File: src/rtl/xor_lane_pipe_if.sv
// Stream bundle for xor_lane_pipe: input beat channel plus registered result channel.
// The master side is the producer/consumer pair around the block; slave is the block itself.
interface xor_lane_pipe_if #(
  parameter int WIDTH = 8,
  parameter int LANES = 2
);
  logic                   in_valid;
  logic                   in_ready;
  logic [LANES*WIDTH-1:0] in_a;
  logic [LANES*WIDTH-1:0] in_b;
  logic                   in_last;
  logic                   out_valid;
  logic                   out_ready;
  logic [LANES*WIDTH-1:0] out_c;
  logic                   out_last;

  modport master (
    output in_valid, in_a, in_b, in_last, out_ready,
    input  in_ready, out_valid, out_c, out_last
  );

  modport slave (
    input  in_valid, in_a, in_b, in_last, out_ready,
    output in_ready, out_valid, out_c, out_last
  );
endinterface

File: src/rtl/xor_lane_pipe.sv
// Multi-lane registered XOR combiner with a one-deep output register and an optional
// per-frame XOR-fold accumulator; disabled lanes are hard-wired to zero.
module xor_lane_pipe #(
  parameter int               WIDTH = 8,
  parameter int               LANES = 2,
  parameter logic [LANES-1:0] DOIT  = {LANES{1'b1}},
  parameter int               ACCUM = 0
) (
  input  logic                 clk,
  input  logic                 rst_n,
  xor_lane_pipe_if.slave       bus,
  output logic [15:0]          beat_count
);
  localparam int DW = LANES * WIDTH;

  typedef enum logic {
    EMPTY = 1'b0,
    FULL  = 1'b1
  } state_t;

  state_t          state_q, state_d;
  logic [DW-1:0]   lane_r;
  logic [DW-1:0]   acc_q, acc_d;
  logic [DW-1:0]   out_c_q, out_c_d;
  logic            out_last_q, out_last_d;
  logic            acc_en;
  logic            pop;
  logic            produce;

  // Ready depends only on the output register and the consumer, never on in_valid.
  assign bus.in_ready = (state_q == EMPTY) || bus.out_ready;
  assign acc_en       = bus.in_valid && bus.in_ready;
  assign pop          = (state_q == FULL) && bus.out_ready;
  assign produce      = acc_en && ((ACCUM == 0) || bus.in_last);

  for (genvar i = 0; i < LANES; i++) begin : g_lane
    assign lane_r[i*WIDTH +: WIDTH] = DOIT[i]
        ? (bus.in_a[i*WIDTH +: WIDTH] ^ bus.in_b[i*WIDTH +: WIDTH])
        : '0;
  end

  // NOTE: every signal written here gets a default first so no latch is inferred.
  always_comb begin
    state_d    = state_q;
    acc_d      = acc_q;
    out_c_d    = out_c_q;
    out_last_d = out_last_q;

    unique case (state_q)
      EMPTY:   if (produce)         state_d = FULL;
      FULL:    if (pop && !produce) state_d = EMPTY;
      default:                      state_d = EMPTY;
    endcase

    if (produce) begin
      // acc_q is identically zero in per-beat mode, so one expression serves both modes.
      out_c_d    = acc_q ^ lane_r;
      out_last_d = (ACCUM != 0) ? 1'b1 : bus.in_last;
    end

    if ((ACCUM != 0) && acc_en) begin
      acc_d = bus.in_last ? '0 : (acc_q ^ lane_r);
    end
  end

  // NOTE: sequential state uses non-blocking assignments so all registers update together.
  always_ff @(posedge clk or negedge rst_n) begin
    if (!rst_n) begin
      state_q    <= EMPTY;
      acc_q      <= '0;
      out_c_q    <= '0;
      out_last_q <= 1'b0;
      beat_count <= 16'h0000;
    end else begin
      state_q    <= state_d;
      acc_q      <= acc_d;
      out_c_q    <= out_c_d;
      out_last_q <= out_last_d;
      if (acc_en) beat_count <= beat_count + 16'd1;
    end
  end

  assign bus.out_valid = (state_q == FULL);
  assign bus.out_c     = out_c_q;
  assign bus.out_last  = out_last_q;
endmodule

File: src/flat_wrapper.sv
// flat-port wrapper written by rule: the top's interface ports become plain ports
module xor_lane_pipe_flat 
#(
  parameter int               WIDTH = 8,
  parameter int               LANES = 2,
  parameter logic [LANES-1:0] DOIT  = {LANES{1'b1}},
  parameter int               ACCUM = 0
)
  (clk, rst_n, beat_count, bus_in_valid, bus_in_a, bus_in_b, bus_in_last, bus_out_ready, bus_in_ready, bus_out_valid, bus_out_c, bus_out_last);
  xor_lane_pipe_if #(.WIDTH(WIDTH), .LANES(LANES)) bus_i ();
  input  logic clk;
  input  logic rst_n;
  output logic [15:0] beat_count;
  input wire logic [$bits(bus_i.in_valid)-1:0] bus_in_valid;
  input wire logic [$bits(bus_i.in_a)-1:0] bus_in_a;
  input wire logic [$bits(bus_i.in_b)-1:0] bus_in_b;
  input wire logic [$bits(bus_i.in_last)-1:0] bus_in_last;
  input wire logic [$bits(bus_i.out_ready)-1:0] bus_out_ready;
  output wire logic [$bits(bus_i.in_ready)-1:0] bus_in_ready;
  output wire logic [$bits(bus_i.out_valid)-1:0] bus_out_valid;
  output wire logic [$bits(bus_i.out_c)-1:0] bus_out_c;
  output wire logic [$bits(bus_i.out_last)-1:0] bus_out_last;
  assign bus_i.in_valid = bus_in_valid;
  assign bus_i.in_a = bus_in_a;
  assign bus_i.in_b = bus_in_b;
  assign bus_i.in_last = bus_in_last;
  assign bus_i.out_ready = bus_out_ready;
  assign bus_in_ready = bus_i.in_ready;
  assign bus_out_valid = bus_i.out_valid;
  assign bus_out_c = bus_i.out_c;
  assign bus_out_last = bus_i.out_last;
  xor_lane_pipe #(.WIDTH(WIDTH), .LANES(LANES), .DOIT(DOIT), .ACCUM(ACCUM)) u_core (.clk(clk), .rst_n(rst_n), .bus(bus_i), .beat_count(beat_count));
endmodule
File: config.mk
export PLATFORM = sky130hd
export DESIGN_NAME = xor_lane_pipe_flat
export DESIGN_NICKNAME = d
export VERILOG_FILES = /design/src/rtl/xor_lane_pipe_if.sv /design/src/rtl/xor_lane_pipe.sv /design/src/flat_wrapper.sv
export SDC_FILE = /design/constraint.sdc
export NUM_CORES = 1
export LEC_CHECK = 0
export CORE_ASPECT_RATIO = 1.75
export CORE_MARGIN = 2
export CORE_UTILIZATION = 36
export DETAILED_ROUTE_END_ITERATION = 8
export GPL_ROUTABILITY_DRIVEN = 0
export PLACE_DENSITY = 0.86
export SLEW_MARGIN = 10
export SYNTH_ARGS = -nofsm -noshare
export SYNTH_HDL_FRONTEND = slang
export SYNTH_SLANG_ARGS = --single-unit
File: constraint.sdc
create_clock -name clk -period 1.12 [get_ports clk]
set_input_delay 0.224 -clock clk [delete_from_list [all_inputs] [get_ports clk]]
set_output_delay 0.224 -clock clk [all_outputs]
set_load 0.05 [all_outputs]
==> results.yml <==
final_layout:
  drive_gt1_share_pct: 63.6
  final_util_pct: 87.4
  final_common_cell: "buf_12"
  num_antenna_cells: 0
  layout.nets: 301
  most-common-layout-cells: "38 x buf_12, 33 x clkdlybuf4s50_1, 24 x buf_4"
  syn2layout_area_growth_pct: 136
timing:
  fin_crit_ns: 1.40
  fin_ws_ns: -0.280
  rsz0062_at_grt: "yes"
  slew_viol_final: 0
  setup_viol: 50
  hold_viol: 0
  max_slew_margin_pct: 84.5
  max_freq_mhz: 714
  max_slew.worst_pin.slew_ns: 0.231
  period_share_pct: 125
  clock_skew_ns: 0.0160
pwr:
  cellLeakagePower_nw: 1.66
  peakVddDrop_v: 0.00139
  p_per_area_nw_per_um2: 1600
floorplan:
  die_h_um: 90.1
  core.rowCount: 31
  die_w_um: 53.2
  io_pins: 72
  die_area_um2: 4790
  coreArea_um2: 4110
  initial_core_util_pct: 37.1
worst_setup_path:
  startpoint: "u_core.bus.out_valid"
  cp.required_ns: 1.33
  path_max_fanout: 4
  start_kind: "flip-flop"
  path_class: "flip-flop to flip-flop"
  r2r_slack_ns: -0.28
  crit_arrival_ns: 1.61
  reg2reg_depth: 5
  worstSetupEndpointType: "flip-flop"
  r2r-start: "u_core.bus.out_valid"
global_route:
  grtUsageTotal_pct: 22.7
  grt-ovfl-total: 0
  grt_pass1_wl_mm: 7.96
  grt_pass1_vias: 1605
  antenna_found_initial: 0
  grt_max_degree: 35
routing:
  viasPerCell: 4.98
  wire_per_inst_um: 19.7
  drt_first_iter_violations: 28
  drtAntennaViolNets: 0
  vias: 1560
  dr.pass1.iters: 4
  wl_mm: 6.18
  drc: 0
worst_hold_path:
  worst_hold_startpoint: "bus_in_valid"
  worstHoldPathType: "input pin to flip-flop"
  holdPathStages: 2
cts:
  cts_tree: "yes"
  cts_buffer_depth: 2
  htreeDepth: 2
  cts_buffers: 5
  clk_pin_slew_ns: 0.08
  cts_root_buffer: "clkbuf_8"
  clock-sinks: 34
  clk_latency_ns: 0.29
yosys:
  syn-num-nets: 176
  netlist_area_um2: 1530
  synth-warning-count: 0
  syn_avg_cell_area_um2: 11.1
  synth_cells: 138
  ys_ff_latch: 34
  yosysSeqAreaShare_pct: 55.8
  yosysUniqueCellTypes: 23
status:
  violations: "negative setup slack"
  status: "complete, but fails checks"
placed_design:
  dpl.hpwl_mm: 3.25
  dp_slack_ns: -0.465
  portBuffers: 71
job:
  maxCapViolCount: 0
[per-stage QoR]
stage / hold slack (ns) / power [W] / cells / TNS (ns) / cell area [um2]
after floorplan: -0.0716 / 0.00266 / 138 / -7.16 / 1550
after global placement: 0.197 / 0.00408 / 279 / -11.60 / 2850
after detailed placement: 0.199 / 0.00415 / 279 / -12.95 / 2850
after CTS: 0.445 / 0.00538 / 302 / -4.43 / 3230
after global routing: 0.328 / 0.00601 / 313 / -9.40 / 3590
final: 0.327 / 0.00577 / 313 / -7.72 / 3590
[routing by layer]
layer  global-route usage, %  wire (um)
met1                    22.2       2040
met2                    41.7       3760
met3                    5.98        217
met4                    9.62        162
met5                       0          0
[cell usage after synthesis (all sizes together)]
library cell	count	share of area, %
and2	1	0.41
xnor2	23	13
nor3b	1	0.82
ha	1	0.82
clkbuf	1	0.25
and4	2	1.1
nand3	2	1.5
xor2	8	4.6
inv	1	0.25
nor2	2	0.49
buf	2	0.66
nand2	29	7.3
and3	4	1.6
nand4	2	0.82
nand2b	4	2.1
nor3	5	3.0
o21ai	16	5.2
dfrtp	34	56
[state kept, by name, indices dropped and copies added, names as in the netlist]
register              flops
u_core.beat_count        16
u_core.bus.out_c         16
u_core.bus.out_last       1
u_core.bus.out_valid      1
[worst max-delay path, cell delays in order, from the launching register on]
cell and delay (ns):
dfrtp_2 0.45, nand2b_4 0.13, nand4_1 0.23, buf_4 0.24
nor3_4 0.12, xor2_1 0.15
[cell families (layout without fill, tap and decap cells)]
kind of cell    Yosys count  after routing  share of synthesized area [%]
simple gates             52             52                           19.2
flops                    34             34                           55.8
xor+xnor                 31             31                           17.8
compound gates           16             16                           5.25
buf+inv                   4            130                           1.15
fa+ha+maj                 1              1                          0.820
[power breakdown]
group | leakage (nW) | internal [W] | switching, W
Sequential | 0.399 | 0.00146 | 0.000290
Combinational | 1.22 | 0.00164 | 0.00145
Clock | 0.0455 | 0.000501 | 0.000421
Total | 1.66 | 0.00361 | 0.00216
[final timing paths]
path,end
worst min-delay path,u_core.bus.out_valid
worst min register to register,u_core.beat_count[15]
worst max-delay path,u_core.beat_count[14]
worst max register to register,u_core.beat_count[14]
min in group asynchronous,u_core.beat_count[8]
max in group asynchronous,u_core.beat_count[2]
[what timing repair did]
| action | in CTS | in global routing |
|---|---|---|
| buffers inserted | 12 | 7 |
| hold endpoints to repair | 34 | 0 |
| setup endpoints to repair | 49 | 53 |
| pin swaps | 10 | 21 |
| cloned | 2 | 4 |
| gates resized for setup | 39 | 64 |
| hold buffers | 1 | 0 |
[final cells by class]
class	count	area (um2)
fillers	162	517
inverters	1	3.75
clock buffers	8	90.1
multi-input cells	100	917
well taps	49	61.3
flip-flops and latches	34	880
repair buffers	121	1640
No activity file was read; power rests on OpenSTA's default activity.
